===== src/rtl/morse_pkg.sv =====
// rtl/morse_pkg.sv - Morse state encodings, timing limits and the A..H code table.
package morse_pkg;

  typedef enum logic [1:0] {
    ST_IDLE  = 2'd0,
    ST_MARK  = 2'd1,
    ST_SPACE = 2'd2,
    ST_ERR   = 2'd3
  } state_e;

  localparam logic [2:0] DOT_MAX     = 3'd2;
  localparam logic [2:0] DASH_MAX    = 3'd4;
  localparam logic [2:0] LETTER_GAP  = 3'd3;
  localparam logic [2:0] MAX_SYMBOLS = 3'd4;
  localparam int         NUM_LETTERS = 8;

  // Codes are MSB-first and left-aligned; 1 = dash, 0 = dot.
  localparam logic [3:0] LETTER_CODE [NUM_LETTERS] = '{
    4'b0100, 4'b1000, 4'b1010, 4'b1000,
    4'b0000, 4'b0010, 4'b1100, 4'b0000
  };
  localparam logic [2:0] LETTER_SIZE [NUM_LETTERS] = '{
    3'd2, 3'd4, 3'd4, 3'd3,
    3'd1, 3'd4, 3'd3, 3'd4
  };

  typedef struct packed {
    logic       ok;
    logic [2:0] idx;
  } letter_t;

  function automatic letter_t decode_letter(input logic [3:0] code, input logic [2:0] len);
    letter_t r;
    r = '0;
    for (int i = 0; i < NUM_LETTERS; i++) begin
      if (LETTER_CODE[i] == code && LETTER_SIZE[i] == len) begin
        r.ok  = 1'b1;
        r.idx = 3'(i);
      end
    end
    return r;
  endfunction

endpackage


===== src/rtl/key_sync.sv =====
// rtl/key_sync.sv - Two-flop synchronizer for the asynchronous Morse key.
module key_sync (
  input  logic clk_i,
  input  logic rst_i,
  input  logic key_i,
  output logic key_s_o
);

  logic meta_q;
  logic sync_q;

  always_ff @(posedge clk_i or posedge rst_i) begin
    if (rst_i) begin
      meta_q <= 1'b0;
      sync_q <= 1'b0;
    end else begin
      meta_q <= key_i;
      sync_q <= meta_q;
    end
  end

  assign key_s_o = sync_q;

endmodule


===== src/rtl/morse_receiver.sv =====
// rtl/morse_receiver.sv - Tick-timed Morse receiver decoding letters A..H.
module morse_receiver
  import morse_pkg::*;
(
  input  logic       Clock,
  input  logic       reset,
  input  logic       en_clk,
  input  logic       key,
  output logic [3:0] data,
  output logic [2:0] size,
  output logic       valid,
  output logic [2:0] letter,
  output logic       letter_ok,
  output logic       error
);

  logic       key_s;
  state_e     state_q, state_d;
  logic [2:0] cnt_q, cnt_d;
  logic [2:0] n_q, n_d;
  logic [3:0] shift_q, shift_d;
  logic [3:0] data_q, data_d;
  logic [2:0] size_q, size_d;
  logic [2:0] letter_q, letter_d;
  logic       letter_ok_q, letter_ok_d;
  logic       valid_q, valid_d;
  logic       error_q, error_d;
  logic [2:0] cnt_inc;
  logic       sym;
  letter_t    dec;

  key_sync u_key_sync (
    .clk_i   (Clock),
    .rst_i   (reset),
    .key_i   (key),
    .key_s_o (key_s)
  );

  assign cnt_inc = (cnt_q == 3'd7) ? cnt_q : cnt_q + 3'd1;
  assign sym     = (cnt_q > DOT_MAX);
  assign dec     = decode_letter(shift_q, n_q);

  always_comb begin
    state_d     = state_q;
    cnt_d       = cnt_q;
    n_d         = n_q;
    shift_d     = shift_q;
    data_d      = data_q;
    size_d      = size_q;
    letter_d    = letter_q;
    letter_ok_d = letter_ok_q;
    valid_d     = 1'b0;
    error_d     = 1'b0;
    if (en_clk) begin
      unique case (state_q)
        ST_IDLE: begin
          if (key_s) begin
            state_d = ST_MARK;
            cnt_d   = 3'd1;
            n_d     = 3'd0;
            shift_d = 4'b0000;
          end
        end
        ST_MARK: begin
          if (key_s) begin
            cnt_d = cnt_inc;
            if (cnt_inc > DASH_MAX) begin
              state_d = ST_ERR;
              cnt_d   = 3'd0;
              error_d = 1'b1;
            end
          end else if (n_q == MAX_SYMBOLS) begin
            state_d = ST_ERR;
            cnt_d   = 3'd0;
            error_d = 1'b1;
          end else begin
            shift_d[2'd3 - n_q[1:0]] = sym;
            n_d     = n_q + 3'd1;
            state_d = ST_SPACE;
            cnt_d   = 3'd1;
          end
        end
        ST_SPACE: begin
          if (key_s) begin
            state_d = ST_MARK;
            cnt_d   = 3'd1;
          end else begin
            cnt_d = cnt_inc;
            if (cnt_inc == LETTER_GAP) begin
              state_d     = ST_IDLE;
              cnt_d       = 3'd0;
              data_d      = shift_q;
              size_d      = n_q;
              letter_d    = dec.idx;
              letter_ok_d = dec.ok;
              valid_d     = 1'b1;
            end
          end
        end
        ST_ERR: begin
          // Any key press restarts the quiet-time count needed to leave ERR.
          if (key_s) begin
            cnt_d = 3'd0;
          end else begin
            cnt_d = cnt_inc;
            if (cnt_inc == LETTER_GAP) begin
              state_d = ST_IDLE;
              cnt_d   = 3'd0;
            end
          end
        end
        default: state_d = ST_IDLE;
      endcase
    end
  end

  always_ff @(posedge Clock or posedge reset) begin
    if (reset) begin
      state_q     <= ST_IDLE;
      cnt_q       <= 3'd0;
      n_q         <= 3'd0;
      shift_q     <= 4'b0000;
      data_q      <= 4'b0000;
      size_q      <= 3'd0;
      letter_q    <= 3'd0;
      letter_ok_q <= 1'b0;
      valid_q     <= 1'b0;
      error_q     <= 1'b0;
    end else begin
      state_q     <= state_d;
      cnt_q       <= cnt_d;
      n_q         <= n_d;
      shift_q     <= shift_d;
      data_q      <= data_d;
      size_q      <= size_d;
      letter_q    <= letter_d;
      letter_ok_q <= letter_ok_d;
      valid_q     <= valid_d;
      error_q     <= error_d;
    end
  end

  assign data      = data_q;
  assign size      = size_q;
  assign letter    = letter_q;
  assign letter_ok = letter_ok_q;
  assign valid     = valid_q;
  assign error     = error_q;

endmodule


===== config.mk =====
export PLATFORM = sky130hd
export DESIGN_NAME = morse_receiver
export DESIGN_NICKNAME = d
export VERILOG_FILES = /design/src/rtl/morse_pkg.sv /design/src/rtl/key_sync.sv /design/src/rtl/morse_receiver.sv
export SDC_FILE = /design/constraint.sdc
export NUM_CORES = 1
export LEC_CHECK = 0
export CAP_MARGIN = 20
export CORE_ASPECT_RATIO = 0.7
export CORE_MARGIN = 5
export CORE_UTILIZATION = 40
export CTS_CLUSTER_DIAMETER = 150
export DETAILED_ROUTE_END_ITERATION = 8
export SYNTH_ARGS = -nofsm -noshare
export SYNTH_HDL_FRONTEND = slang
export SYNTH_SLANG_ARGS = --single-unit

===== constraint.sdc =====
create_clock -name Clock -period 3.9 [get_ports Clock]
set_input_delay 0.585 -clock Clock [delete_from_list [all_inputs] [get_ports Clock]]
set_output_delay 0.585 -clock Clock [all_outputs]
set_load 0.05 [all_outputs]

* After elaboration in Yosys (flattened, before gate mapping)
Cells that the tools add are included.
Word-level totals: flip-flop bits (word level) 27, input bits 4, logic and storage cells 101
Cells by class: add/sub/neg operators 3, $lt $le $gt $ge 4, equality and inequality tests 20, mux-type cells 45, bitwise operators 1, reduce and logical (&&, ||, !) cells 16
Operator list (count):
- $mux W4 | 11
- $mux W3 | 10
- $eq A4 B4 Y1 const A | 3
- $mux W1 | 12
- $mux W2 | 6
- $pmux W3 S4 | 1
- $logic_and A1 B1 Y1 | 9
- $pmux W2 S4 | 1
- $pmux W4 S2 | 1
- $reduce_and A4 Y1 | 2
- $add A3 B1 Y3 const B | 2
- $eq A2 B3 Y1 const A | 2
- $eq A3 B3 Y1 const B | 2
- $ne A2 B2 Y1 const B | 3
- $pmux W3 S2 | 1
- $reduce_and A5 Y1 | 1
- $bwmux W4 | 1
- $eq A2 B2 Y1 const B | 2
- $eq A2 B4 Y1 const A | 1
- $eq A3 B4 Y1 const A | 1
- $logic_not A4 Y1 | 1
- $eq A1 B3 Y1 const A | 1
- $eq A3 B2 Y1 const B | 1
- $eq A3 B3 Y1 const A | 1
- 13 further kinds | 13

* Longest topological paths before layout
Gate-level depths: netlist of the first run.
depth after elaboration 10, depth in mapped cells 7

* Modules after synthesis
From an unflattened synthesis of the first run, not the netlist that was laid out.
Second synthesis, totals: cells, all modules 152, area total of the unflattened synthesis 1512.7 um^2
By module, submodules not included:
- morse_receiver | times used 1, cells each 149, area each 1458.9 um^2
- key_sync | times used 1, cells each 3, area each 53.8 um^2

* Least setup slack after synthesis of the first run
Ideal clock, no wire load.
path kind reg2reg, from register cnt_q[0], to register letter_q[1], in the netlist letter[1], library setup time 0.127 ns, data arrival time 1.643 ns, required time 3.773 ns, slack 2.130 ns, cell stages (with the launch flop) 8, period minus slack after synthesis 1.770 ns, cells stage by stage dfrtp_1 > inv_1 > ha_1 > nor3_2 > nand4_4 > buf_2 > nand2_1 > o31ai_1
Between the ends: cells in the longest elaborated chain, start to end 4, elaborated cells on any way between the ends 5, those cells by class 1 x add/sub; 2 x eq/ne; 1 x mux; 1 x reduce/logical
RTL lines:
- start: declaration | RTL line morse_receiver.sv:19 | logic [2:0] cnt_q, cnt_d;
- start signal: assignment | RTL line morse_receiver.sv:131 | cnt_q <= cnt_d;
- $add A3 B1 Y3 or $eq A3 B3 Y1 (tied branches) | RTL line morse_receiver.sv:39 | assign cnt_inc = (cnt_q == 3'd7) ? cnt_q : cnt_q + 3'd1;
- $mux W3 (*) | RTL line morse_receiver.sv:39
- $eq A3 B2 Y1 (*) | RTL line morse_receiver.sv:89 | if (cnt_inc == LETTER_GAP) begin
- $reduce_and A4 Y1 (no source line) (*)
- end signal: assignment | RTL line morse_receiver.sv:136 | letter_q <= letter_d;
- end: declaration | RTL line morse_receiver.sv:24 | logic [2:0] letter_q, letter_d;
Every way passes the cells marked *; elsewhere a longest branch is shown, timed or not. A chain may end at the register's enable or synchronous reset.

* Worst setup path in the final report of the first run
from register cnt_q[0], to register letter_ok_q, in the netlist letter_ok
Between the ends: cells in the longest elaborated chain, start to end 4, elaborated cells on any way between the ends 5, those cells by class 1 x add/sub; 2 x eq/ne; 1 x mux; 1 x reduce/logical
RTL lines:
- $add A3 B1 Y3 or $eq A3 B3 Y1 (tied branches) | RTL line morse_receiver.sv:39
- $mux W3 (*) | RTL line morse_receiver.sv:39
- $eq A3 B2 Y1 (*) | RTL line morse_receiver.sv:89
- $reduce_and A4 Y1 (no source line) (*)
- end signal: assignment | RTL line morse_receiver.sv:137 | letter_ok_q <= letter_ok_d;
- end: declaration | RTL line morse_receiver.sv:25 | logic letter_ok_q, letter_ok_d;
Marks and branches as above.

==> results of run 1 <==
-- path summary, 6_finish.rpt --
check,slack [ps],from,cells after the start,end
worst max-delay path,1770,cnt_q[0],7,letter_ok
min in group asynchronous,610,reset,2,size[1]
worst min register to register,360,u_key_sync.meta_q,0,u_key_sync.key_s_o
worst max register to register,1770,cnt_q[0],7,letter_ok
worst min-delay path,360,u_key_sync.meta_q,0,u_key_sync.key_s_o
max in group asynchronous,2860,reset,3,shift_q[1]
-- metal layers --
layer | wire, um | share of wire | up-vias | track usage
met2 | 1340 | 0.43 | 37 | 0.196
met1 | 1590 | 0.51 | 562 | 0.171
li1 | - | - | 607 | -
met3 | 162 | 0.052 | 2 | 0.0401
met4 | 13 | 0.0042 | 0 | 0.0233
met5 | 0 | 0 | - | 0
-- power by group through the flow --
stage / Clock [W] / Sequential (W) / Combinational [W]
after detailed placement: 0 / 0.000490 / 0.000592
after global routing: 0.000169 / 0.000503 / 0.000646
after floorplan: 0 / 0.000539 / 0.000378
after global placement: 0 / 0.000487 / 0.000580
after CTS: 0.000162 / 0.000484 / 0.000596
final: 0.000153 / 0.000485 / 0.000597
-- logic make-up (layout without fill, tap and decap cells) --
family                     Yosys count  in the layout
AOI/OAI and AO/OA                   45             45
DFF                                 27             27
adders and majority gates            7              7
buffers and inverters               20             32
muxes                                3              3
and+or+nand+nor                     62             62
-- synth_stat cells (all sizes together) --
| library cell | n | area [sq um] |
|---|---|---|
| nand4 | 2 | 27.5 |
| o21ai | 12 | 60.1 |
| a22oi | 2 | 15.0 |
| a22o | 1 | 8.76 |
| nor4 | 2 | 12.5 |
| a211oi | 2 | 15.0 |
| mux2 | 1 | 11.3 |
| inv | 11 | 41.3 |
| nor4b | 1 | 8.76 |
| a21boi | 1 | 7.51 |
| o22a | 1 | 8.76 |
| nor2 | 10 | 37.5 |
| buf | 3 | 15.0 |
| clkbuf | 6 | 22.5 |
| a21oi | 9 | 45.0 |
| nor2b | 3 | 26.3 |
| mux2i | 2 | 20.0 |
| nor3b | 1 | 7.51 |
| nand2b | 1 | 6.26 |
| nor3 | 3 | 25.0 |
| a32o | 4 | 40.0 |
| a2bb2oi | 1 | 8.76 |
| ha | 7 | 87.6 |
| a31oi | 2 | 12.5 |
| o221ai | 2 | 17.5 |
| o22ai | 3 | 18.8 |
| nand3 | 4 | 20.0 |
| and3 | 1 | 6.26 |
| or3b | 1 | 8.76 |
| dfrtp | 27 | 676 |
| o32ai | 1 | 8.76 |
| and4bb | 1 | 12.5 |
| nand2 | 32 | 120 |
| o31ai | 4 | 30.0 |
-- worst max-delay path, cell delays in order, from the launching register on --
cell	delay [ps]
dfrtp_1	450
inv_1	110
ha_1	340
nor3_2	400
nand4_4	340
inv_2	210
o21ai_1	90
o21ai_1	110
-- metrics by stage --
stage	util	area (sq um)	instances	hold slack (ps)	worst slack [ps]
floorplan	-	1490	164	331	2130
global placement	0.470	1670	221	344	1600
detailed placement	0.470	1670	221	343	1540
CTS	0.483	1720	225	364	1740
global route	0.491	1750	226	372	1620
finish	0.491	1750	226	359	1770
-- cell type report --
cell class,instances,area (sq um),share of cell area
multi-input cells,117,734,0.420
inverters,11,41.3,0.0236
flip-flops and latches,27,676,0.387
clock buffers,4,45.0,0.0258
well taps,50,62.6,0.0358
repair buffers,17,188,0.107
-- sequential cells by signal, summed over array words and instances (netlist names), 2 cells and up --
signal and count:
cnt_q 3, data 4, letter 3, n_q 3
shift_q 4, size 3, state_q 2
-- layout by cell type, fill, tap and decap left out, types with 2 or more instances in the layout --
cell and count:
a211oi_1 2, a21oi_1 9, a22oi_1 2, a31oi_1 2, a32o_1 4, clkbuf_8 3
clkdlybuf4s50_1 16, dfrtp_1 27, ha_1 7, inv_1 10, mux2i_1 2, nand2_1 32
nand3_1 4, nor2_1 10, nor2b_1 2, nor3_2 2, nor4_1 2, o21ai_0 6
o21ai_1 6, o221ai_1 2, o22ai_1 3, o31ai_1 4
==> results.py, run 1 <==
metrics = {
    "critical_path": {
        "cp.arrival_ps": 2330,
        "cp-start-kind": "flip-flop",
        "end_kind": "flip-flop",
        "required_ps": 4100,
        "worst-setup-path-type": "reg2reg",
        "crit_fanout": 18,
    },
    "clock_tree": {
        "htreeDepth": 1,
        "cts_tree": "yes",
        "clock-sinks": 27,
        "post-cts-setup-buffers": 0,
        "ctsHoldBuffers": 0,
        "path_clk_slew_ps": 90,
        "cts_buffer_depth": 2,
        "cts_root_buf": "clkbuf_8",
        "insertion_delay_ps": 270,
        "cts_resized": 0,
        "numCtsBuffers": 3,
    },
    "power": {
        "p_sw_frac": 0.460,
        "powerDensity_nw_per_um2": 707,
        "clkPwrFrac": 0.124,
        "p_sw_w": 0.000568,
        "power_w": 0.00123,
        "ir_drop_uv": 362,
        "p_int_w": 0.000666,
        "combinationalPowerShare": 0.483,
        "seqPwrFrac": 0.393,
        "p_leak_nw": 0.760,
    },
    "min_path": {
        "worstHoldPathType": "reg2reg",
    },
    "synthesis": {
        "ys_types": 39,
        "syn_area_per_cell_sq_um": 9.08,
        "synth_top_family_by_area": "simple AND/OR/NAND/NOR gates",
        "syn_inst": 164,
        "synth_adder_area_share": 0.0588,
        "synth-warning-count": 0,
        "synth_seq_cells": 27,
        "syn-cell-area_sq_um": 1490,
        "synth_compound_area_frac": 0.199,
        "yosys.area_share.simple": 0.214,
        "synthMuxAreaShare": 0.0210,
        "synth_fp_nets": 175,
        "yosys.area_share.xor_xnor": 0,
        "synth_seq_area_share": 0.454,
    },
    "routing": {
        "ant_nets": 0,
        "via_per_inst": 5.35,
        "wl_mm": 3.10,
        "drc_errors": 0,
        "dr.pass1.iters": 5,
        "wire_per_inst_um": 13.7,
        "num_vias": 1208,
        "drt_iter0_drc": 139,
    },
    "die": {
        "core_area_sq_um": 3560,
        "fp.dieH_um": 61.0,
        "io_pins": 17,
        "die-area_sq_um": 5060,
        "rows": 18,
        "initial_core_util": 0.418,
        "fp.dieW_um": 82.9,
    },
    "global_route": {
        "gr-total-overflow": 0,
        "antenna_found_initial": 0,
        "grt_max_degree": 28,
        "grt_pass1_wl_mm": 5.11,
        "track_usage": 0.124,
        "grt_pass1_vias": 1094,
    },
    "cells_and_area": {
        "nets": 188,
        "diodes": 0,
        "drive_gt1_frac": 0.0568,
        "syn_to_final_growth_pct": 17.3,
        "fillers": 362,
    },
    "timing": {
        "tightest_slew_ps": 588,
        "slew_headroom": 0.608,
        "hold_viol": 0,
        "drv_slew": 0,
        "report.final.setup_viol": 0,
        "finalCritPeriodShare": 0.547,
        "fin_setup_tns_ps": 0,
        "fin_crit_ps": 2130,
        "final.setup_skew_ps": 5.14,
        "timing.fmax_mhz": 469,
        "grt_setup_unrepaired": "false",
    },
    "place": {
        "gp_congestion": 0.787,
        "dp.final_hpwl_mm": 2.30,
        "place.port_buffers": 16,
    },
    "flow_run": {
        "cap_viol_max_count": 0,
    },
    "status": {
        "status": "finished, final reports clean",
    },
}
No activity file was read; power rests on OpenSTA's default activity.
==> run 2, diff against run 1 <==
==> constraint.sdc (replaced) <==
create_clock -name Clock -period 2.02 [get_ports Clock]
set_input_delay 0.303 -clock Clock [delete_from_list [all_inputs] [get_ports Clock]]
set_output_delay 0.303 -clock Clock [all_outputs]
set_load 0.05 [all_outputs]
==> results.py, run 2 (synthesized netlist as in run 1, its figures left out) <==
metrics = {
    "clock_tree": {
        "path_clk_slew_ps": 100,
        "cts_root_buf": "clkbuf_8",
        "cts_tree": "yes",
        "cts_resized": 0,
        "insertion_delay_ps": 270,
        "cts_buffer_depth": 2,
        "post-cts-setup-buffers": 0,
        "ctsHoldBuffers": 0,
        "htreeDepth": 1,
        "numCtsBuffers": 3,
        "clock-sinks": 27,
    },
    "die": {
        "die-area_sq_um": 5060,
        "rows": 18,
        "core_area_sq_um": 3560,
        "io_pins": 17,
        "fp.dieH_um": 61.0,
        "initial_core_util": 0.418,
        "fp.dieW_um": 82.9,
    },
    "critical_path": {
        "reg2regPathDepth": 6,
        "required_ps": 2180,
        "cp_top_family": "flip-flops",
        "cp.depth": 6,
        "slowest_delay_ps": 460,
        "cp.arrival_ps": 2030,
        "path_cells": "inv_1 > ha_1 > nor3_2 > nand4_4 > buf_12 > a22o_1",
        "cp-start-kind": "flip-flop",
        "crit_fanout": 9,
        "worst-setup-path-type": "reg2reg",
        "end_kind": "flip-flop",
        "worst-path-buf-inv": 2,
        "cp_slowest_cell": "dfrtp_1",
    },
    "routing": {
        "dr.pass1.iters": 4,
        "wl_met3_um": 138,
        "drt_iter0_drc": 122,
        "ant_nets": 0,
        "drc_errors": 0,
        "wire_per_inst_um": 13.8,
        "met2RoutedLength_mm": 1.46,
        "via_per_inst": 5.32,
        "num_vias": 1234,
        "met1Wirelength_mm": 1.58,
        "top_layer": "met4",
        "wl_mm": 3.20,
    },
    "place": {
        "gp_congestion": 0.822,
        "dp.cells": 226,
        "place.port_buffers": 16,
        "place_area_sq_um": 1710,
        "dp.final_hpwl_mm": 2.40,
    },
    "global_route": {
        "gr-total-overflow": 0,
        "grt_pass1_vias": 1150,
        "track_usage": 0.134,
        "grt_pass1_wl_mm": 5.44,
        "grt_max_degree": 28,
        "antenna_found_initial": 0,
    },
    "min_path": {
        "worstHoldPathType": "in2async",
    },
    "power": {
        "p_leak_nw": 0.786,
        "ir_drop_uv": 594,
        "powerDensity_nw_per_um2": 1370,
        "power_w": 0.00244,
    },
    "cells_and_area": {
        "final_core_util": 0.502,
        "drive_gt1_frac": 0.0934,
        "syn_to_final_growth_pct": 20.1,
        "layout_common_cells": "nand2_1 (32), dfrtp_1 (27), clkdlybuf4s50_1 (16)",
        "diodes": 0,
        "final_common_cell": "nand2_1",
        "fillers": 359,
        "fin_area_sq_um": 1790,
        "final_cells": 232,
        "nets": 194,
    },
    "timing": {
        "drv_slew": 0,
        "fin_crit_ps": 1870,
        "timing.fmax_mhz": 535,
        "tightest_slew_ps": 518,
        "hold_viol": 0,
        "finalCritPeriodShare": 0.926,
        "slew_headroom": 0.654,
        "fin_setup_tns_ps": 0,
        "grt_setup_unrepaired": "false",
        "report.final.setup_viol": 0,
        "final.setup_skew_ps": 6.30,
    },
    "status": {
        "status": "finished, final reports clean",
    },
    "flow_run": {
        "cap_viol_max_count": 0,
    },
}
[run 2: routing by layer]
metal  vias to the layer above  global-route usage
met4                         0              0.0140
li1                        618                   -
met5                         -                   0
met1                       589               0.192
met3                         5              0.0334
met2                        22               0.218
[run 2: worst reg2reg max path, stage by stage (launching register included)]
cell     delay (ps)
dfrtp_1         460
inv_1           110
ha_1            350
nor3_2          280
nand4_4         180
buf_12          180
a22o_1          220
[run 2: final timing paths]
path	to	slack, ps	start
max in group asynchronous	letter[2]	1390	reset
worst max-delay path	letter[2]	150	cnt_q[0]
worst max register to register	letter[2]	150	cnt_q[0]
worst min register to register	u_key_sync.key_s_o	370	u_key_sync.meta_q
min in group Clock	u_key_sync.key_s_o	370	u_key_sync.meta_q
worst min-delay path	size[1]	370	reset
[run 2: where the power goes]
group,switching [W],total [W],internal [W]
registers,0.000219,0.000917,0.000697
clock network,0.000172,0.000312,0.000140
logic,0.000732,0.00121,0.000483
total,0.00112,0.00244,0.00132
[run 2: cell type report]
type	instances	area, sq um	share of cell area
clock buffers	3	41.3	0.0231
clock inverters	1	7.51	0.00420
inverters	11	41.3	0.0231
multi-input cells	117	734	0.411
flip-flops and latches	27	676	0.378
well taps	50	62.6	0.0350
repair buffers	23	225	0.126
[run 2: metrics by stage]
stage          worst slack (ps)  hold slack [ps]
2_1_floorplan               250              331
3_3_place_gp                186              339
3_5_place_dp               69.1              346
4_1_cts                    42.3              370
5_1_grt                    34.7              384
6_report                    150              371
